[src/rtl/mem_arb_pkg.sv]
// Shared types and constants for the two-port memory arbiter.
package mem_arb_pkg;

  typedef enum logic [1:0] {
    IDLE  = 2'd0,
    IBUSY = 2'd1,
    DBUSY = 2'd2
  } arb_state_t;

  typedef enum logic {
    GRANT_I = 1'b0,
    GRANT_D = 1'b1
  } grant_t;

  localparam int unsigned TIMEOUT_DEFAULT = 255;
  localparam int unsigned CNT_W           = 16;

endpackage

[src/rtl/arb_timer.sv]
// Wait counter for an outstanding memory access; expired marks the cycle in
// which the TIMEOUT-th ack-less busy cycle completes.
module arb_timer
  import mem_arb_pkg::*;
#(
  parameter int unsigned TIMEOUT = TIMEOUT_DEFAULT
) (
  input  logic clk,
  input  logic rst,
  input  logic clear,
  input  logic enable,
  output logic expired
);

  localparam logic [CNT_W-1:0] LAST = CNT_W'(TIMEOUT - 1);

  logic [CNT_W-1:0] cnt_q, cnt_d;

  // Saturating increment: the counter never wraps inside one transaction.
  always_comb begin
    cnt_d = cnt_q;
    if (clear) begin
      cnt_d = '0;
    end else if (enable && (cnt_q != '1)) begin
      cnt_d = cnt_q + 1'b1;
    end
  end

  always_ff @(posedge clk or posedge rst) begin
    if (rst) begin
      cnt_q <= '0;
    end else begin
      cnt_q <= cnt_d;
    end
  end

  assign expired = enable && (cnt_q == LAST);

endmodule

[src/rtl/mem_arbiter.sv]
// Arbitrates instruction-fetch and data ports onto one memory port with
// alternating priority on ties, a per-access timeout and a sticky error flag.
module mem_arbiter
  import mem_arb_pkg::*;
#(
  parameter int          AW      = 32,
  parameter int          DW      = 32,
  parameter int unsigned TIMEOUT = TIMEOUT_DEFAULT
) (
  input  logic          clk,
  input  logic          rst,
  input  logic          i_req,
  input  logic [AW-1:0] i_addr,
  output logic [DW-1:0] i_rdata,
  output logic          i_ready,
  input  logic          d_req,
  input  logic          d_we,
  input  logic [AW-1:0] d_addr,
  input  logic [DW-1:0] d_wdata,
  output logic [DW-1:0] d_rdata,
  output logic          d_ready,
  output logic          m_req,
  output logic          m_we,
  output logic [AW-1:0] m_addr,
  output logic [DW-1:0] m_wdata,
  input  logic [DW-1:0] m_rdata,
  input  logic          m_ack,
  output logic          stall_i,
  output logic          stall_d,
  output logic          err
);

  arb_state_t    state_q, state_d;
  grant_t        last_grant_q, last_grant_d;
  logic          m_we_q, m_we_d;
  logic [AW-1:0] m_addr_q, m_addr_d;
  logic [DW-1:0] m_wdata_q, m_wdata_d;
  logic          err_q, err_d;

  logic busy;
  logic ack;
  logic timeout;
  logic done;

  assign busy = (state_q != IDLE);
  assign ack  = busy & m_ack;

  // Counter is held clear while idle, so it is zero on the first busy cycle.
  arb_timer #(
    .TIMEOUT (TIMEOUT)
  ) u_timer (
    .clk     (clk),
    .rst     (rst),
    .clear   (~busy),
    .enable  (busy & ~m_ack),
    .expired (timeout)
  );

  assign done = ack | timeout;

  always_comb begin
    state_d      = state_q;
    last_grant_d = last_grant_q;
    m_we_d       = m_we_q;
    m_addr_d     = m_addr_q;
    m_wdata_d    = m_wdata_q;
    err_d        = err_q;

    case (state_q)
      IDLE: begin
        // On a tie the port that was not granted last wins.
        if (d_req && (!i_req || (last_grant_q == GRANT_I))) begin
          state_d      = DBUSY;
          last_grant_d = GRANT_D;
          m_we_d       = d_we;
          m_addr_d     = d_addr;
          m_wdata_d    = d_wdata;
        end else if (i_req) begin
          state_d      = IBUSY;
          last_grant_d = GRANT_I;
          m_we_d       = 1'b0;
          m_addr_d     = i_addr;
          m_wdata_d    = '0;
        end
      end
      IBUSY, DBUSY: begin
        if (done) begin
          state_d = IDLE;
        end
      end
      default: begin
        state_d = IDLE;
      end
    endcase

    if (timeout) begin
      err_d = 1'b1;
    end
  end

  always_ff @(posedge clk or posedge rst) begin
    if (rst) begin
      state_q      <= IDLE;
      last_grant_q <= GRANT_I;
      m_we_q       <= 1'b0;
      m_addr_q     <= '0;
      m_wdata_q    <= '0;
      err_q        <= 1'b0;
    end else begin
      state_q      <= state_d;
      last_grant_q <= last_grant_d;
      m_we_q       <= m_we_d;
      m_addr_q     <= m_addr_d;
      m_wdata_q    <= m_wdata_d;
      err_q        <= err_d;
    end
  end

  assign m_req   = busy;
  assign m_we    = m_we_q;
  assign m_addr  = m_addr_q;
  assign m_wdata = m_wdata_q;
  assign err     = err_q;

  // Read data is only exposed on a real ack; a timeout returns zero.
  assign i_ready = (state_q == IBUSY) & done;
  assign d_ready = (state_q == DBUSY) & done;
  assign i_rdata = ((state_q == IBUSY) && ack) ? m_rdata : '0;
  assign d_rdata = ((state_q == DBUSY) && ack) ? m_rdata : '0;

  assign stall_i = i_req & ~i_ready;
  assign stall_d = d_req & ~d_ready;

endmodule
[config.mk]
export PLATFORM = sky130hd
export DESIGN_NAME = mem_arbiter
export DESIGN_NICKNAME = d
export VERILOG_FILES = /design/src/rtl/mem_arb_pkg.sv /design/src/rtl/arb_timer.sv /design/src/rtl/mem_arbiter.sv
export SDC_FILE = /design/constraint.sdc
export NUM_CORES = 1
export LEC_CHECK = 0
export BUFFER_PORTS_ARGS = -buffer_cell sky130_fd_sc_hd__buf_2
export CAP_MARGIN = 15
export CORE_ASPECT_RATIO = 1.75
export CORE_MARGIN = 5
export CORE_UTILIZATION = 43
export DETAILED_ROUTE_END_ITERATION = 10
export PLACE_DENSITY = 0.8
export SETUP_SLACK_MARGIN = 0.2
export SKIP_CTS_REPAIR_TIMING = 1
export SYNTH_ARGS = -nofsm -noshare
export SYNTH_HDL_FRONTEND = slang
export SYNTH_SLANG_ARGS = --single-unit
[constraint.sdc]
create_clock -name clk -period 3.2 [get_ports clk]
set_input_delay 0.48 -clock clk [delete_from_list [all_inputs] [get_ports clk]]
set_output_delay 0.48 -clock clk [all_outputs]
set_load 0.005 [all_outputs]
# [After elaboration in Yosys (flattened, before gate mapping)]
# Cells that the tools add are included.
[totals] register_bits=85 latch_bits=0 ramBits=0 rom_bits=0 in_bits=134 out_inout_bits=135 wordCells=54 mem_count=0
[classes] n_addsub=1 mul=0 div=0 order_cmp=0 n_eq_ne=7 n_shift=0 muxes=15 n_bitwise=11 reduce_logical=13
[ops] cell="$mux 32" count=6
[ops] cell="$mux 16" count=2
[ops] cell="$add 16x1->16 const B" count=1
[ops] cell="$eq 16x8->1 const B" count=1
[ops] cell="$ne 16x16->1 const B" count=1
[ops] cell="$and 1x1->1" count=6
[ops] cell="$mux 2" count=3
[ops] cell="$logic_and 1x1->1" count=5
[ops] cell="$not 1->1" count=4
[ops] cell="$pmux 2 s2" count=1
[ops] cell="$reduce_and 2->1" count=2
[ops] cell="$reduce_bool 2->1" count=2
[ops] cell="$mux 1" count=3
[ops] cell="$ne 3x3->1 const B" count=1
[ops] cell="$eq 2x1->1 const B" count=1
[ops] cell="$eq 2x2->1 const B" count=1
[ops] cell="$logic_not 2->1" count=1
[ops] cell="$ne 2x1->1 const B" count=1
[ops] cell="$ne 2x2->1 const B" count=1
[ops] cell="$reduce_or 2->1" count=1
[ops] cell="$logic_not 1->1" count=1
[ops] cell="$logic_or 1x1->1" count=1
[ops] cell="$or 1x1->1" count=1

# [Depth between registers and ports, before layout]
# Gate-level depths: netlist of the first run.
[logic_depth] word_depth=7 ltp_mapped=7 depth_no_buf=6

# [Modules after synthesis]
# A second synthesis of the first run with hierarchy kept.
[unflattened] cells_unflattened=460 area_unflattened_um2=4379.2
[by_module_without_submodules] module="mem_arbiter" n_inst=1 cells_per_inst=355 area_each_um2=3352.0 seq_area_each_um2=1726.7
[by_module_without_submodules] module="arb_timer" n_inst=1 cells_per_inst=105 area_each_um2=1027.2 seq_area_each_um2=400.4

# [Worst setup path after synthesis of the first run]
# Ideal clock, no wire load.
[synth_timing] path_type="register -> output" start="reg state_q[0]" end="out d_rdata[10]" t_arrival_ps=1481 required_time_ps=2720 path_slack_ps=1239 path_stages_with_launch=7 path_buffers=2 path_cell_list="dfrtp_1 -> inv_1 -> ha_1 -> buf_2 -> nor3_1 -> clkbuf_1 -> and2_1"
[synth_via] elab_chain_len=4 elab_cells_between_ends=5 classes_between="eq/ne: 1; mux: 1; bitwise: 1; reduce/logical: 2"
[synth_rtl] item="from (decl)" line="mem_arbiter.sv:33" rtl="arb_state_t state_q, state_d;"
[synth_rtl] item="from (signal assigned)" line="mem_arbiter.sv:110" rtl="state_q <= state_d;"
[synth_rtl] item="$reduce_bool 2->1" line="mem_arbiter.sv:45" rtl="assign busy = (state_q != IDLE);"
[synth_rtl] item="$and 1x1->1" line="mem_arbiter.sv:46" rtl="assign ack = busy & m_ack;"
[synth_rtl] item="$logic_and 1x1->1 *" line="mem_arbiter.sv:129" rtl="assign d_rdata = ((state_q == DBUSY) && ack) ? m_rdata : '0;"
[synth_rtl] item="$mux 32 *" line="mem_arbiter.sv:129"
[synth_rtl] item="to (decl)" line="mem_arbiter.sv:20" rtl="output logic [DW-1:0] d_rdata,"
# Mark *: on every way between the ends. The rest lies on a longest branch, timed or not.

# [Final worst setup path of the first run]
[layout_timing] start="reg u_timer.cnt_q[2]" end="out stall_d"
[layout_via] elab_chain_len=6
[layout_rtl] item="from (decl)" line="arb_timer.sv:17" rtl="logic [CNT_W-1:0] cnt_q, cnt_d;"
[layout_rtl] item="from (signal assigned)" line="arb_timer.sv:33" rtl="cnt_q <= cnt_d;"
[layout_rtl] item="$eq 16x8->1" line="arb_timer.sv:37" rtl="assign expired = enable && (cnt_q == LAST);"
[layout_rtl] item="$logic_and 1x1->1" line="arb_timer.sv:37"
[layout_rtl] item="$or 1x1->1" line="mem_arbiter.sv:59" rtl="assign done = ack | timeout;"
[layout_rtl] item="$and 1x1->1" line="mem_arbiter.sv:127" rtl="assign d_ready = (state_q == DBUSY) & done;"
[layout_rtl] item="$not 1->1" line="mem_arbiter.sv:132" rtl="assign stall_d = d_req & ~d_ready;"
[layout_rtl] item="$and 1x1->1" line="mem_arbiter.sv:132"
[layout_rtl] item="to (decl)" line="mem_arbiter.sv:29" rtl="output logic stall_d,"
# No other way between the ends.

==> impl_results.md, run 1 <==
- Outcome: finished clean
- Site Rows: 48
- Cell count after placement: 796
- Total track usage: 21.4%
- Worst hold path class: input pin to asynchronous set/reset pin
- ANT nets after route: 0
- Final TNS setup: 0 ps
- CTS tree: done
- Share of cells above drive strength 1: 45.6%
- IO Pins: 269
- Minimum clock period: 2440 ps
- DR vias: 4301
- Yosys top cell area share: 48.8%
- Area of the core: 9910 um^2
- Top_reg_cell synth: dfrtp_1
- Lkg Pwr: 0.00342 uW
- Compound-gate portion of the synthesized area: 15.2%
- Post-DP HPWL: 10.7 mm
- Largest net degree at the start of global routing: 56
- Number of detailed-route iterations in the first pass: 4
- Synth Area in Adders: 1.44%
- Ys async rst share: 100%
- Area of the multi-input gates: 2090 um^2
- Largest family of logic cells by synthesized area: simple AND/OR/NAND/NOR gates
- Clk sinks: 85
- DR iter-0 viols: 133
- Mapped cell area: 4360 um^2
- Nets: 821
- DR vias/cell: 5.30
- YS warnings: 0
- Fmax: 410 MHz
- Yosys cell types: 48
- Mean Syn Cell Area: 10.3 um^2
- Reg area: 2130 um^2
- Crit. End Element: primary output
- RePlAce Congestion: 0.925
- Syn_nets: 561
- Synth area leaders: dfrtp_1 49%, and2_1 9.3%, mux2i_1 7.6%
- Placed cell areas: 5830 um^2
- Mux cell area share after synthesis: 8.96%
- Initial Utilization: 44.0%
- Crit Path Class: register to primary output
- Antenna violations before repair: 0
- RSZ-0062 raised after global routing: no
- Final wirelength: 13.5 mm
- Power Density: 751 nW/um^2
- Sequential area share after synthesis: 48.8%
- Cell with the most instances after synthesis: dfrtp_1
- Peak VDD IR: 0.000403 V
- Slew at the pin closest to its max-slew limit: 1110 ps
- Final Util: 62.2%
- Setup violations, final: 0
- Routed len/inst: 16.6 um
- CP Launch Type: register
- Number of synthesized flops with an enable pin: 0
- Max Root-Sink Buffers: 2
- Max cap viols: 0
- Clk slew on worst S/H paths: 70 ps
- Worst skew pair latency: 330 ps
- Final Hold Fails: 0
- Final instance area: 6160 um^2
- Chip Height: 143 um
- Period utilisation layout: 76.3%
- DRC: 0
- Worst rel slew slack: 25.5%
- Commonest cells post-synth: 85 x dfrtp_1, 65 x and2_1, 41 x nand2_1
- First-pass GRT wire length: 21.0 mm
- Die area: 12300 um^2
- Total grt overflow: 0
- Vias in the first global route: 4376
- Cells after synthesis: 422
- Simple-Gate Fraction of Synth Area: 21.9%
- Layout fillers: 808
- Layout area overhead: 41.4%
- Max Transition Viols Final: 0
- Critical Path AT: 1960 ps
- CTS Buf Count: 9
- Area leader, netlist: dfrtp_1
- IO buf count: 268
- Final std cells w/o fill: 812
- Crit path max fanout: 7
- Seq cells post-synth: 85
- CTS root buf: clkbuf_16
- Diode count: 0
- Worst path required time: 2720 ps
- Clk_skew: 5.76 ps
- Synth Area in XOR/XNOR: 0%
- H-tree depth: 3
- Die width: 86.1 um
## cell usage in the layout, fill, tap and decap left out, types with 5 or more instances in the layout
cell type  instances
ha_1               5
buf_2            268
nor2b_1            6
nor2_1            11
nand3_1            5
clkbuf_16          9
a22o_1            34
dfrtp_1           85
a21oi_1            5
nand2_1           41
mux2i_1           33
o21ai_0           35
inv_1              8
buf_4              8
and2_1            64
## registers in the layout, indices dropped and copies added (netlist names)
name / flops
m_addr: 32
last_grant_q: 1
m_we: 1
state_q: 2
err: 1
m_wdata: 32
u_timer.cnt_q: 16
## layer usage
metal	wire (um)	track usage [%]
met1	4970	23.7
met2	7240	39.3
met3	1050	4.45
met4	253	8.09
met5	0	0
## through the flow
stage          power, uW  hold WS, ps  setup slack (ps)
2_1_floorplan       2670          460               527
6_report            4630          184               760
4_1_cts             4670          196               738
3_3_place_gp        3430          460              1080
5_1_grt             4940          233               594
3_5_place_dp        3520          458               953
## final timing paths
| path | from | to | slack [ps] | depth (start not counted) |
|---|---|---|---|---|
| setup reg to reg | state_q[1]$_DFFE_PP0P_ | u_timer.cnt_q[9]$_DFFE_PP0P_ | 960 | 7 |
| hold reg to reg | m_addr[12]$_DFFE_PP0P_ | m_addr[12]$_DFFE_PP0P_ | 470 | 2 |
| max in group asynchronous | rst | m_addr[10]$_DFFE_PP0P_ | 2230 | 3 |
| min in group clk | d_wdata[7] | m_wdata[7]$_DFFE_PP0P_ | 360 | 2 |
| setup / recovery | u_timer.cnt_q[2]$_DFFE_PP0P_ | stall_d | 760 | 5 |
| hold / removal | rst | m_wdata[11]$_DFFE_PP0P_ | 180 | 2 |
## layout make-up
cell class                      count  share of cell area (%)
Tap cell                          125                    2.54
Inverter                            9                   0.569
Multi-Input combinational cell    300                    34.0
Sequential cell                    85                    34.5
Timing Repair Buffer              277                    23.1
Clock buffer                        9                    3.65
Clock inverter                      7                    1.66
## critical path, stage by stage, from the launching register on
cell and delay (ps):
dfrtp_1 450, nand4_2 250, nor2_1 300, a21oi_1 220, o31a_1 280, buf_2 130
## cell families after synthesis
| logic type | Yosys count |
|---|---|
| mux | 38 |
| simple gates | 163 |
| buf+inv | 37 |
| compound gates | 94 |
| fa+ha+maj | 5 |
| flops | 85 |
## power breakdown
group	leakage (uW)	internal (uW)	switching [uW]
registers	0.00109	1510	238
clock network	0.000163	696	443
logic	0.00216	823	921
total	0.00342	3030	1600
(Power assumes the default switching activity.)
==> run 2: changes to the inputs <==
Settings changed: CORE_UTILIZATION 43 to 39, PLACE_DENSITY 0.8 to 0.77.
Clock period 3.2 ns to 2.1 ns, I/O delays scaled along.
==> impl_results.md, run 2 (synthesis gave the netlist of run 1 again) <==
- Outcome: complete, but fails checks
- Failing checks: negative setup slack
- Final TNS setup: -1830 ps
- IO buf count: 268
- Sw Ratio: 35.5%
- Die area: 13500 um^2
- Worst rel slew slack: 53.8%
- Period utilisation layout: 106%
- DRC: 0
- DR vias: 4473
- ANT nets after route: 0
- CP Launch Type: register
- Antenna violations before repair: 0
- Share of cells above drive strength 1: 56.4%
- Most used cell, CP: buf_6
- Max Transition Viols Final: 0
- Area of the core: 11000 um^2
- Clk_skew: 5.73 ps
- RSZ-0062 raised after global routing: yes
- Lkg Pwr: 0.00367 uW
- Worst skew pair latency: 330 ps
- Final Worst Setup Slack: -124 ps
- Switching power: 2640 uW
- FF-to-FF setup slack: 230 ps
- Routed len/inst: 18.1 um
- Internal: 4790 uW
- Minimum clock period: 2220 ps
- Peak VDD IR: 0.000904 V
- Setup violations, final: 50
- Worst path required time: 1780 ps
- Final Hold Fails: 0
- CTS Buf Count: 9
- Diode count: 0
- Site Rows: 51
- Part of the power in combinational logic: 44.5%
- Fmax: 450 MHz
- Commonest non-fill, non-tap cells in the layout: 224 x buf_2, 81 x dfrtp_1, 49 x buf_6
- DR iter-0 viols: 132
- Max Root-Sink Buffers: 2
- Clk sinks: 85
- Sequential power share: 35.9%
- CP max stage delay: 440 ps
- Number of detailed-route iterations in the first pass: 4
- Reg-to-reg endpoint: u_timer.cnt_q[0]$_DFFE_PP0P_
- Die width: 89.9 um
- Crit path max-delay family: buffers and inverters
- CTS root buf: clkbuf_16
- Total track usage: 19.5%
- Max cap viols: 0
- Clock group share of total power: 19.6%
- Worst hold path class: input pin to asynchronous set/reset pin
- Nets: 850
- IO Pins: 269
- Critical Path AT: 1910 ps
- Final wirelength: 15.4 mm
- Crit. End Element: primary output
- R2r worst-path depth: 6
- Crit Path Class: register to primary output
- Vias in the first global route: 4498
- Power Density: 1070 nW/um^2
- Layout area overhead: 60.1%
- Reg-to-Reg Start: u_timer.cnt_q[0]$_DFFE_PP0P_
- Post-DP HPWL: 10.7 mm
- Commonest non-fill, non-tap cell in the layout: buf_2
- Largest net degree at the start of global routing: 99
- Initial Utilization: 39.5%
- Overall power: 7430 uW
- Critical Path Slowest Stage Cell: dfrtp_2
- Chip Height: 150 um
- Clk slew on worst S/H paths: 60 ps
- Worst path bufs/invs: 5
- CP Cell Sequence: buf_6 -> ha_4 -> inv_4 -> nor3_4 -> buf_4 -> buf_8 -> and2_4 -> buf_6
- H-tree depth: 3
- RePlAce Congestion: 0.893
- First-pass GRT wire length: 21.8 mm
- Crit path max fanout: 8
- CTS tree: done
- Total grt overflow: 0
- Slew at the pin closest to its max-slew limit: 691 ps
- DR vias/cell: 5.27
==> run 2: cell count changes in the layout (fill, tap and decap cells not counted), moves of 5 or more <==
cell    before  now
inv_1        8    3
buf_6        0   49
buf_2      268  224
and2_4       0   44
buf_4        8   23
and2_1      64   20
==> run 2: worst max-delay path by stage <==
stage	cells past startpoint	slack, ps	startpoint	to
after CTS	5	-180	u_timer.cnt_q[8]$_DFFE_PP0P_	stall_d
after detailed placement	5	180	u_timer.cnt_q[8]$_DFFE_PP0P_	stall_d
after floorplan	6	300	state_q[0]$_DFFE_PP0P_	d_rdata[10]
final	8	-120	state_q[1]$_DFFE_PP0P_	d_rdata[21]
after global placement	5	200	u_timer.cnt_q[8]$_DFFE_PP0P_	stall_d
after global routing	5	-190	u_timer.cnt_q[11]$_DFFE_PP0P_	d_ready
==> run 2: final cells by class <==
| type | instances | area, um^2 |
|---|---|---|
| multi-input combinational | 300 | 2320 |
| sequential | 85 | 2130 |
| tap | 132 | 165 |
| fill | 880 | 4070 |
| inverter | 9 | 46.3 |
| timing repair buffer | 306 | 2030 |
| clock inverter | 6 | 46.3 |
| clock buffer | 10 | 229 |
==> run 2: per-stage QoR <==
stage | util (%) | std cells | instance area, um^2 | hold WS [ps] | setup WS, ps
after floorplan | - | 422 | 4360 | 448 | 304
after global placement | 53.7 | 809 | 5930 | 442 | 198
after detailed placement | 53.7 | 809 | 5930 | 452 | 184
after CTS | 56.2 | 825 | 6200 | 90.1 | -183
after global routing | 63.2 | 848 | 6970 | 131 | -192
final | 63.2 | 848 | 6970 | 87.8 | -124
==> run 2: per-layer routing <==
metal,wire [um],track usage (%),vias to the layer above,part of all wire [%]
met5,0,0,-,0
met3,1430,6.04,39,9.3
met2,8080,35.6,244,52
met4,623,6.86,0,4.0
met1,5250,21.3,2113,34
li1,-,-,2077,-
==> run 2: power by group through the flow <==
stage	Sequential [uW]	Clock (uW)	Combinational, uW
after global routing	2760	1570	3610
after global placement	2650	0	2630
after detailed placement	2680	0	2710
after floorplan	2720	0	1350
final	2670	1460	3300
after CTS	2650	1500	2730
==> run 3: changes to the inputs <==
Settings changed: MAX_ROUTING_LAYER set to met4.
==> impl_results.md, run 3 (synthesis gave the netlist of run 1 again) <==
- Sequential power share: 35.5%
- Reg area: 2130 um^2
- IO buf count: 268
- Total track usage: 20.5%
- ANT nets after route: 0
- Layout area overhead: 60.4%
- Setup violations, final: 2
- Final Hold Fails: 0
- Chip Height: 150 um
- CTS Buf Count: 9
- IO Pins: 269
- Critical Path Slowest Stage Cell: dfrtp_1
- RePlAce Congestion: 0.913
- Reg-to-reg endpoint: u_timer.cnt_q[9]$_DFFE_PP0P_
- Site Rows: 51
- Crit. End Element: primary output
- Sw Ratio: 35.0%
- Fmax: 455 MHz
- CP Cell Sequence: nor4_4 -> and4b_2 -> a21oi_4 -> o31a_1 -> buf_2
- Nets: 856
- Largest net degree at the start of global routing: 99
- Initial Utilization: 39.5%
- Final instance area: 6990 um^2
- Worst skew pair latency: 330 ps
- Slew at the pin closest to its max-slew limit: 688 ps
- Cell count after placement: 810
- Commonest non-fill, non-tap cells in the layout: 229 x buf_2, 80 x dfrtp_1, 47 x buf_6
- Layout fillers: 916
- Crit path max fanout: 6
- Lkg Pwr: 0.00370 uW
- Clock group share of total power: 21.4%
- Worst rel slew slack: 54.1%
- Period utilisation layout: 105%
- Antenna violations before repair: 0
- Peak VDD IR: 0.000740 V
- Worst path required time: 1780 ps
- WHS: 97.3 ps
- Die width: 89.9 um
- DR iter-0 viols: 116
- Crit Path Class: register to primary output
- Total grt overflow: 0
- Minimum clock period: 2200 ps
- Share of cells above drive strength 1: 56.9%
- Post-DP HPWL: 10.7 mm
- Pre-CTS setup slack: 169 ps
- FF-to-FF setup slack: 220 ps
- Clk slew on worst S/H paths: 70 ps
- Placed cell areas: 5910 um^2
- Overall power: 7550 uW
- Number of detailed-route iterations in the first pass: 4
- Clk sinks: 85
- Final Worst Setup Slack: -95.6 ps
- Max Root-Sink Buffers: 2
- Diode count: 0
- Final std cells w/o fill: 854
- CTS tree: done
- CP max stage delay: 410 ps
- DR vias: 4493
- Source of the critical timing path: u_timer.cnt_q[14]$_DFFE_PP0P_
- Vias in the first global route: 4600
- Max Transition Viols Final: 0
- DR vias/cell: 5.26
- Max cap viols: 0
- Routed len/inst: 18.1 um
- Die area: 13500 um^2
- Outcome: complete, but fails checks
- First-pass GRT wire length: 22.1 mm
- RSZ-0062 raised after global routing: yes
- Power Density: 1080 nW/um^2
- Critical Path AT: 1880 ps
- Clk_skew: 5.85 ps
- Switching power: 2640 uW
- Commonest non-fill, non-tap cell in the layout: buf_2
- CP Launch Type: register
- CTS root buf: clkbuf_16
- Area of the core: 11000 um^2
- R2r worst-path depth: 8
- Internal: 4910 uW
- Failing checks: negative setup slack
- Worst hold path class: input pin to asynchronous set/reset pin
- Part of the power in combinational logic: 43.1%
- DRC: 0
- Area of the multi-input gates: 2350 um^2
- Reg-to-Reg Start: state_q[0]$_DFFE_PP0P_
- H-tree depth: 3
- Final wirelength: 15.5 mm
## run 3: cell type report
cell class / count / area share, %
multi-input combinational: 300 / 33.6
sequential: 85 / 30.5
timing repair buffer: 312 / 28.6
clock buffer: 9 / 3.22
tap: 132 / 2.36
clock inverter: 7 / 1.13
inverter: 9 / 0.591
## run 3: power by group through the flow
stage	Clock (uW)	Combinational (uW)	Sequential, uW
finish	1620	3250	2680
global route	1740	3540	2760
CTS	1670	2720	2660
detailed placement	0	2690	2690
global placement	0	2630	2640
floorplan	0	1350	2720
## run 3: metal layers
layer / wire, um / track usage [%] / part of all wire [%] / vias up
li1: - / - / - / 2089
met1: 5410 / 22.0 / 35 / 2114
met2: 8350 / 36.5 / 54 / 259
met3: 1300 / 5.33 / 8.4 / 31
met4: 410 / 7.00 / 2.7 / 0
met5: 0 / - / 0 / -
## run 3: critical path: cells and delay by family, from the launching register on
kind | cells | cell delay, ps
simple gates | 2 | 640
flops | 1 | 410
buf+inv | 1 | 130
compound gates | 2 | 360
## run 3: worst max path at each step
| stage | endpoint | slack [ps] | depth (start not counted) |
|---|---|---|---|
| 2_1_floorplan | d_rdata[10] | 300 | 6 |
| 3_3_place_gp | stall_d | 200 | 5 |
| 3_5_place_dp | stall_d | 170 | 5 |
| 4_1_cts | stall_d | -210 | 5 |
| 5_1_grt | stall_d | -150 | 5 |
| 6_report | stall_d | -100 | 5 |
## run 3: through the flow
| stage | TNS [ps] | util, % |
|---|---|---|
| after CTS | -9100 | 56.3 |
| after global routing | -1560 | 63.3 |
| final | -158 | 63.3 |
| after global placement | 0 | 53.5 |
| after floorplan | 0 | - |
| after detailed placement | 0 | 53.5 |
